File: src/rtl/mem_access_unit_if.sv
// Data-memory handshake bundle between the load/store unit (master) and memory (slave).
interface mem_access_unit_if #(
  parameter int unsigned XLEN = 32
);
  logic            dmem_req;
  logic            dmem_we;
  logic [XLEN-1:0] dmem_addr;
  logic [XLEN-1:0] dmem_wdata;
  logic [3:0]      dmem_be;
  logic [XLEN-1:0] dmem_rdata;
  logic            dmem_ack;

  modport master (
    output dmem_req, dmem_we, dmem_addr, dmem_wdata, dmem_be,
    input  dmem_rdata, dmem_ack
  );

  modport slave (
    input  dmem_req, dmem_we, dmem_addr, dmem_wdata, dmem_be,
    output dmem_rdata, dmem_ack
  );
endinterface

File: src/rtl/mem_access_unit.sv
// Memory-stage load/store unit: issues one variable-latency dmem access per instruction,
// stalls the pipeline until it completes, steers store lanes and extends load data.
module mem_access_unit #(
  parameter int unsigned XLEN    = 32,
  parameter int unsigned TIMEOUT = 255
) (
  input  logic                clk,
  input  logic                rst,
  input  logic [2:0]          ILoadM,
  input  logic [1:0]          WBSelM,
  input  logic                RegWEnM,
  input  logic                MemRWM,
  input  logic [XLEN-1:0]     AddrM,
  input  logic [XLEN-1:0]     WDataM,
  mem_access_unit_if.master   dmem,
  output logic [XLEN-1:0]     LoadDataM,
  output logic                RegWEnOutM,
  output logic                StallM,
  output logic                MisalignM,
  output logic                BusErrM
);

  localparam int unsigned CW = (TIMEOUT < 1) ? 1 : $clog2(TIMEOUT + 1);
  localparam logic [CW-1:0] CNT_LAST = CW'((TIMEOUT == 0) ? 0 : TIMEOUT - 1);

  typedef enum logic [1:0] {IDLE, REQ, RESP} state_e;

  state_e          state_q, state_d;
  logic            req_q, req_d;
  logic            we_q, we_d;
  logic [XLEN-1:0] addr_q, addr_d;
  logic [XLEN-1:0] wdata_q, wdata_d;
  logic [3:0]      be_q, be_d;
  logic [2:0]      f3_q, f3_d;
  logic [1:0]      lane_q, lane_d;
  logic [CW-1:0]   cnt_q, cnt_d;
  logic            err_q, err_d;
  logic [XLEN-1:0] rdata_q, rdata_d;

  logic            is_store, is_load, access, misalign, go;
  logic [XLEN-1:0] st_wdata;
  logic [3:0]      st_be;
  logic [7:0]      ld_byte;
  logic [15:0]     ld_half;
  logic [XLEN-1:0] ld_ext;

  // Store wins when both decodes are true.
  assign is_store = MemRWM;
  assign is_load  = (WBSelM == 2'b01) && !MemRWM;
  assign access   = is_store || is_load;
  assign misalign = access && (((ILoadM[1:0] == 2'b01) && AddrM[0]) ||
                               (ILoadM[1] && (AddrM[1:0] != 2'b00)));
  assign go       = access && !misalign;

  always_comb begin
    st_wdata = WDataM;
    st_be    = 4'b1111;
    case (ILoadM[1:0])
      2'b00: begin
        st_wdata = {4{WDataM[7:0]}};
        st_be    = 4'b0001 << AddrM[1:0];
      end
      2'b01: begin
        st_wdata = {2{WDataM[15:0]}};
        st_be    = 4'b0011 << AddrM[1:0];
      end
      default: ;
    endcase
  end

  // Lane selection uses the offset latched at issue, not the live pipeline input.
  assign ld_byte = dmem.dmem_rdata[{lane_q, 3'b000} +: 8];
  assign ld_half = dmem.dmem_rdata[{lane_q[1], 4'b0000} +: 16];

  always_comb begin
    case (f3_q)
      3'b000:  ld_ext = {{(XLEN-8){ld_byte[7]}}, ld_byte};
      3'b001:  ld_ext = {{(XLEN-16){ld_half[15]}}, ld_half};
      3'b100:  ld_ext = {{(XLEN-8){1'b0}}, ld_byte};
      3'b101:  ld_ext = {{(XLEN-16){1'b0}}, ld_half};
      default: ld_ext = dmem.dmem_rdata;
    endcase
  end

  always_ff @(posedge clk or posedge rst) begin
    if (rst) begin
      state_q <= IDLE;
      req_q   <= 1'b0;
      we_q    <= 1'b0;
      addr_q  <= '0;
      wdata_q <= '0;
      be_q    <= '0;
      f3_q    <= '0;
      lane_q  <= '0;
      cnt_q   <= '0;
      err_q   <= 1'b0;
      rdata_q <= '0;
    end else begin
      state_q <= state_d;
      req_q   <= req_d;
      we_q    <= we_d;
      addr_q  <= addr_d;
      wdata_q <= wdata_d;
      be_q    <= be_d;
      f3_q    <= f3_d;
      lane_q  <= lane_d;
      cnt_q   <= cnt_d;
      err_q   <= err_d;
      rdata_q <= rdata_d;
    end
  end

  always_comb begin
    state_d = state_q;
    req_d   = req_q;
    we_d    = we_q;
    addr_d  = addr_q;
    wdata_d = wdata_q;
    be_d    = be_q;
    f3_d    = f3_q;
    lane_d  = lane_q;
    cnt_d   = cnt_q;
    err_d   = err_q;
    rdata_d = rdata_q;
    case (state_q)
      IDLE: begin
        if (go) begin
          state_d = REQ;
          req_d   = 1'b1;
          we_d    = is_store;
          addr_d  = {AddrM[XLEN-1:2], 2'b00};
          wdata_d = st_wdata;
          be_d    = st_be;
          f3_d    = ILoadM;
          lane_d  = AddrM[1:0];
          cnt_d   = '0;
          rdata_d = '0;
        end
      end
      REQ: begin
        cnt_d = cnt_q + CW'(1);
        if (dmem.dmem_ack) begin
          state_d = RESP;
          req_d   = 1'b0;
          rdata_d = we_q ? '0 : ld_ext;
        end else if ((TIMEOUT != 0) && (cnt_q == CNT_LAST)) begin
          state_d = RESP;
          req_d   = 1'b0;
          err_d   = 1'b1;
        end
      end
      RESP: begin
        state_d = IDLE;
        err_d   = 1'b0;
      end
      default: state_d = IDLE;
    endcase
  end

  always_comb begin
    dmem.dmem_req   = req_q;
    dmem.dmem_we    = we_q;
    dmem.dmem_addr  = addr_q;
    dmem.dmem_wdata = wdata_q;
    dmem.dmem_be    = be_q;
    StallM          = !rst && (((state_q == IDLE) && go) || (state_q == REQ));
    MisalignM       = !rst && misalign;
    BusErrM         = err_q;
    LoadDataM       = (state_q == RESP) ? rdata_q : '0;
    RegWEnOutM      = !rst && RegWEnM && !misalign && !err_q;
  end

endmodule

File: src/flat_wrapper.sv
// flat-port wrapper written by rule: the top's interface ports become plain ports
module mem_access_unit_flat 
#(
  parameter int unsigned XLEN    = 32,
  parameter int unsigned TIMEOUT = 255
)
  (clk, rst, ILoadM, WBSelM, RegWEnM, MemRWM, AddrM, WDataM, LoadDataM, RegWEnOutM, StallM, MisalignM, BusErrM, dmem_dmem_req, dmem_dmem_we, dmem_dmem_addr, dmem_dmem_wdata, dmem_dmem_be, dmem_dmem_rdata, dmem_dmem_ack);
  mem_access_unit_if #(.XLEN(XLEN)) dmem_i ();
  input  logic clk;
  input  logic rst;
  input  logic [2:0] ILoadM;
  input  logic [1:0] WBSelM;
  input  logic RegWEnM;
  input  logic MemRWM;
  input  logic [XLEN-1:0] AddrM;
  input  logic [XLEN-1:0] WDataM;
  output logic [XLEN-1:0] LoadDataM;
  output logic RegWEnOutM;
  output logic StallM;
  output logic MisalignM;
  output logic BusErrM;
  output wire logic [$bits(dmem_i.dmem_req)-1:0] dmem_dmem_req;
  output wire logic [$bits(dmem_i.dmem_we)-1:0] dmem_dmem_we;
  output wire logic [$bits(dmem_i.dmem_addr)-1:0] dmem_dmem_addr;
  output wire logic [$bits(dmem_i.dmem_wdata)-1:0] dmem_dmem_wdata;
  output wire logic [$bits(dmem_i.dmem_be)-1:0] dmem_dmem_be;
  input wire logic [$bits(dmem_i.dmem_rdata)-1:0] dmem_dmem_rdata;
  input wire logic [$bits(dmem_i.dmem_ack)-1:0] dmem_dmem_ack;
  assign dmem_dmem_req = dmem_i.dmem_req;
  assign dmem_dmem_we = dmem_i.dmem_we;
  assign dmem_dmem_addr = dmem_i.dmem_addr;
  assign dmem_dmem_wdata = dmem_i.dmem_wdata;
  assign dmem_dmem_be = dmem_i.dmem_be;
  assign dmem_i.dmem_rdata = dmem_dmem_rdata;
  assign dmem_i.dmem_ack = dmem_dmem_ack;
  mem_access_unit #(.XLEN(XLEN), .TIMEOUT(TIMEOUT)) u_core (.clk(clk), .rst(rst), .ILoadM(ILoadM), .WBSelM(WBSelM), .RegWEnM(RegWEnM), .MemRWM(MemRWM), .AddrM(AddrM), .WDataM(WDataM), .dmem(dmem_i), .LoadDataM(LoadDataM), .RegWEnOutM(RegWEnOutM), .StallM(StallM), .MisalignM(MisalignM), .BusErrM(BusErrM));
endmodule
File: config.mk
export PLATFORM = sky130hd
export DESIGN_NAME = mem_access_unit_flat
export DESIGN_NICKNAME = d
export VERILOG_FILES = /design/src/rtl/mem_access_unit_if.sv /design/src/rtl/mem_access_unit.sv /design/src/flat_wrapper.sv
export SDC_FILE = /design/constraint.sdc
export NUM_CORES = 1
export LEC_CHECK = 0
export ABC_CLOCK_PERIOD_IN_PS = 3710
export CORE_MARGIN = 2
export CORE_UTILIZATION = 40
export CTS_CLUSTER_DIAMETER = 60
export DETAILED_ROUTE_END_ITERATION = 12
export GPL_TIMING_DRIVEN = 0
export PLACE_DENSITY = 0.77
export REMOVE_ABC_BUFFERS = 1
export SLEW_MARGIN = 15
export SYNTH_ARGS = -nofsm -noshare
export SYNTH_HDL_FRONTEND = slang
export SYNTH_SLANG_ARGS = --single-unit
File: constraint.sdc
create_clock -name clk -period 3.71 [get_ports clk]
set_clock_uncertainty 0.1 [all_clocks]
set_input_delay 0.5565 -clock clk [delete_from_list [all_inputs] [get_ports clk]]
set_output_delay 0.5565 -clock clk [all_outputs]
set_load 0.005 [all_outputs]
# == Word level (Yosys, flattened, before mapping) ==
# Index checks and enable logic that the tools add are counted.
# classes
bitwise,0
order_cmp,0
n_reduce_logical,30
n_eq_ne,13
add_sub_neg,1
n_div,0
mux,21
shifts,4
multipliers,0
# op_table
op,n
$mux W32,4
$pmux W32 S2,2
$pmux W32 S4,1
$shiftx A32 B6 Y16,1
$shiftx A32 B6 Y8,1
$pmux W8 S2,1
$logic_and A1 B1 Y1,11
$reduce_and A3 Y1,3
$add A8 B1 Y8 const B,1
$eq A8 B8 Y1 const B,1
$mux W8,1
$pmux W4 S2,1
$eq A2 B1 Y1 const B,3
$eq A3 B3 Y1 const B,2
$mux W2,3
$reduce_and A2 Y1,3
$reduce_bool A2 Y1,3
$mux W1,5
$logic_not A1 Y1,4
$logic_not A2 Y1,2
$ne A2 B1 Y1 const B,2
$ne A2 B2 Y1 const B,2
$pmux W1 S2,2
$pmux W2 S2,1
7 further kinds,9
# word_totals
in_bits,106
register_bits,116
romBits,0
memories,0
ram_bits,0
latchBits,0
output_inout_bits,106

# == Longest topological paths before layout ==
# depth
word_depth,9
mapped_depth,6

# == Worst setup path before layout ==
# No wires, ideal clock.
# synth_path
kind,in2out
startpoint,input port rst
endpoint,output port MisalignM
slack_ps,-272
stages,2
arrival_time_ps,3326
cell_sequence,inv_1 -> and2_1
# synth_via
elab_chain_cells,2
# synth_rtl
item,line_no,source
from (decl),flat_wrapper.sv:10,input logic rst;
$logic_not A1 Y1 (no source line),--,
$logic_and A1 B1 Y1,mem_access_unit.sv:167,MisalignM = !rst && misalign;
to (decl),flat_wrapper.sv:20,output logic MisalignM;
# Every way passes these cells.

# == Worst setup path in the final report ==
# layout_path
startpoint,input port AddrM[0]
endpoint,output port StallM
# layout_via
elab_chain_cells,9
# layout_rtl
item,line_no,source
from (decl),flat_wrapper.sv:15,input logic [XLEN-1:0] AddrM;
$reduce_bool A2 Y1,mem_access_unit.sv:52,(ILoadM[1] && (AddrM[1:0] != 2'b00)));
$logic_and A1 B1 Y1,mem_access_unit.sv:52,
$logic_or A1 B1 Y1 (*),mem_access_unit.sv:51,assign misalign = access && (((ILoadM[1:0] == 2'b01) && AddrM[0]) ||
$logic_and A1 B1 Y1 (*),mem_access_unit.sv:51,
$logic_not A1 Y1 (*),mem_access_unit.sv:53,assign go = access && !misalign;
$logic_and A1 B1 Y1 (*),mem_access_unit.sv:53,
$logic_and A1 B1 Y1 (*),mem_access_unit.sv:166,StallM = !rst && (((state_q == IDLE) && go) || (state_q == REQ));
$logic_or A1 B1 Y1 (*),mem_access_unit.sv:166,
$logic_and A1 B1 Y1 (*),mem_access_unit.sv:166,
to (decl),flat_wrapper.sv:19,output logic StallM;
# Every way passes the cells marked *; elsewhere a longest branch is shown, timed or not.

==> flow_summary_export.csv <==
group,metric,value,unit
status,status,"complete, no violations",
global_routing,grt.busiest_layer,"met2",
critical_path,critPathLaunchType,"input pin",
yosys,synthFlopType,"dfrtp_1",
drt,route.detailed.wl_per_inst,18.1,µm
drt,postRouteAntennaNets,0,
clock_network,clockRootBuffer,"clkbuf_16",
power,p_leak,3.52,nW
sta,clock.fmax,0.279,GHz
min_path,hold_path_depth,1,
sta,setup_viol,0,
sta,final.setup.tns,0,ns
floorplanning,die_area,0.0150,mm²
sta,hold_viol,0,
cells_and_area,drive_gt1_frac,0.186,
cells_and_area,antennaDiodeCount,0,
global_routing,grt_pass1_wl,24900,µm
cells_and_area,fin_cells,869,
yosys,synth_top_area_frac,0.516,
sta,relSlewSlack,0.292,
critical_path,cp.arrival,2.92,ns
global_routing,met2_usage,0.353,
critical_path,crit_required,3.05,ns
clock_network,numCtsBuffers,17,
global_routing,grt.total_usage,0.215,
placement,dp_slack,-0.505,ns
sta,worst_pin_slew,1.06,ns
critical_path,cp.depth,6,
floorplanning,fp.dieW,123,µm
drt,vias,4727,
global_routing,antenna_found_initial,0,
yosys,yosysMostFrequentCell,"dfrtp_1",
critical_path,slowest_stage,"clkdlybuf4s50_1",
min_path,hold_path_class,"reg -> reg",
power,power.density,626,mW/mm²
clock_network,cts_buffer_depth,2,
yosys,yosysTopAreaCell,"dfrtp_1",
placement,portBuffers,209,
floorplanning,ios,212,
yosys,async_flop_share,1.00,
drt,wirelength,15700,µm
critical_path,max_stage_delay,0.54,ns
drt,detail_route.vias_per_cell,5.44,
global_routing,grt_use_met1,0.252,
critical_path,worstSetupPathType,"in -> out",
drt,first_pass_iters,4,
yosys,synthTopCellsByArea,"dfrtp_1 (52%), mux2_2 (13%), mux2i_1 (4.5%)",
critical_path,endpoint_kind,"output pin",
cells_and_area,fin_util,0.611,
global_routing,grt_max_degree,66,
power,total_power,5.29,mW
sta,grt_setup_unrepaired,"false",
power,vdd.ir_drop.worst,0.311,mV
floorplanning,rows,43,
yosys,synthTopCellsByCount,"dfrtp_1 (116), mux2_2 (67), o21ai_0 (41), and2_1 (33)",
clock_network,cts.htree.levels,4,
floorplanning,core_area,0.0138,mm²
yosys,synth_enable_flop_cells,0,
placement,place_hpwl,11300,µm
yosys,synth_cell_type_count,50,
floorplanning,start_util,0.406,
cells_and_area,finish.instance_area,0.00845,mm²
clock_network,clock-sinks,116,
cells_and_area,fin_nets,787,
clock_network,worstSkewPairLatency,0.41,ns
placement,place.gp.congestion,0.799,
sta,worst_hold_slack,0.379,ns
critical_path,path_max_fanout,17,
clock_network,cts_tree,"yes",
critical_path,crit_family,"buffers and inverters",
critical_path,crit_buf_inv,2,
critical_path,worstPathCellList,"clkdlybuf4s50_1 > o21ai_1 > o211a_1 > nand2_1 > a21oi_1 > clkdlybuf4s50_1",
yosys,netlist_area,0.00562,mm²
clock_network,path_clk_slew,0.05,ns
cells_and_area,syn2layout_area_growth,50.4,%
yosys,syn_avg_cell_area,11.8,µm²
placement,postPlaceCellArea,0.00793,mm²
yosys,synth_warnings,0,
sta,maxSlewViolCount,0,
critical_path,r2r_cells,4,
global_routing,overflow,0,
global_routing,grt_pass1_vias,4888,
critical_path,cpMostUsedCell,"clkdlybuf4s50_1",
sta,finalCriticalPeriod,3.58,ns
yosys,synthCells,475,
drt,drc_errors,0,
yosys,seq_area_frac_synth,0.516,
placement,dp.cells,840,
job,maxCapViolCount,0,
sta,finalWorstSetupSlack,0.131,ns
sta,fin_crit_sh,0.965,
floorplanning,dieHeight,123,µm
clock_network,post_cts_buffers,0,
yosys,synth_seq_cells,116,
global_routing,grt_use_met3,0.0720,
drt,drtIter0Drc,250,
[repair_timing]
item / 4_1_cts / 5_1_grt
setup endpoints to repair: 2 / 1
endpoints found under the hold margin: 0 / 0
resized for setup: 4 / 2
pin swaps: 0 / 0
hold buffers: 0 / 0
[routing by layer]
metal	part of all wire	up-vias
met4	0.020	0
li1	-	2168
met3	0.076	22
met1	0.40	2361
met2	0.51	176
met5	0	-
[state kept, by name, summed over array words and instances (netlist names)]
name / flops
u_core.BusErrM: 1
u_core.cnt_q: 8
u_core.dmem.dmem_be: 4
u_core.state_q: 2
u_core.dmem.dmem_we: 1
u_core.lane_q: 2
u_core.dmem.dmem_req: 1
u_core.rdata_q: 32
u_core.f3_q: 3
u_core.dmem.dmem_wdata: 32
u_core.dmem.dmem_addr: 30
[power by group]
part / switching, mW / leakage [nW] / total (mW) / internal (mW)
clock network: 0.545 / 0.268 / 1.50 / 0.955
registers: 0.314 / 1.44 / 2.02 / 1.71
logic: 0.678 / 1.81 / 1.77 / 1.10
total: 1.54 / 3.52 / 5.29 / 3.76
[final cells by class]
cell class	instances	area, µm²
Clock buffer	23	478
Clock inverter	6	55.1
Fill cell	1102	5370
Inverter	9	38.8
Multi-Input combinational cell	320	2540
Sequential cell	116	2900
Tap cell	180	225
Timing Repair Buffer	215	2210
[cells by family (layout without fill, tap and decap cells)]
logic type | count (synthesis) | in the layout | synth area share
DFF | 116 | 116 | 0.516
AOI/OAI and AO/OA | 115 | 115 | 0.159
and+or+nand+nor | 108 | 108 | 0.102
muxes | 93 | 93 | 0.181
buffers and inverters | 40 | 253 | 0.0356
adders and majority gates | 2 | 2 | 0.00445
other | 1 | 2 | 0.000667
[layout by cell type, fill, tap and decap left out, types with 2 or more instances in the layout]
cell / synthesis / routed
o211a_1: 2 / 2
clkbuf_8: 0 / 3
o221ai_1: 8 / 8
nand4_1: 3 / 3
a221o_2: 16 / 16
o2bb2ai_1: 7 / 7
nor2_1: 17 / 16
conb_1: 1 / 2
buf_16: 0 / 3
mux2_2: 67 / 67
dfrtp_1: 116 / 116
nand2_1: 25 / 25
nor2b_1: 3 / 3
clkbuf_16: 0 / 17
mux2i_1: 25 / 25
a21oi_1: 5 / 5
nand3_1: 5 / 5
a32o_1: 8 / 8
ha_1: 2 / 2
o211ai_1: 12 / 12
a21o_1: 3 / 3
o21ai_0: 41 / 41
inv_1: 9 / 8
nor3_1: 3 / 3
clkdlybuf4s50_1: 0 / 207
clkinv_2: 0 / 5
nand2b_1: 9 / 9
clkbuf_1: 11 / 3
and3_1: 2 / 2
and2_1: 33 / 33
[final timing paths]
path                            slack [ns]               from                 end
min in group asynchronous             0.55                rst     u_core.cnt_q[0]
worst min register to register        0.38  u_core.rdata_q[7]   u_core.rdata_q[7]
max in group asynchronous             2.25                rst  u_core.rdata_q[27]
worst max-delay path                  0.13           AddrM[0]              StallM
worst min-delay path                  0.38  u_core.rdata_q[7]   u_core.rdata_q[7]
worst max register to register        1.16  u_core.state_q[0]  u_core.rdata_q[24]
[worst reg2reg max path: cells and delay by family, from the launching register on]
family	cells	cell delay [ns]
and+or+nand+nor	3	1.66
DFF	1	0.42
AOI/OAI and AO/OA	1	0.30
(Power assumes the default switching activity.)
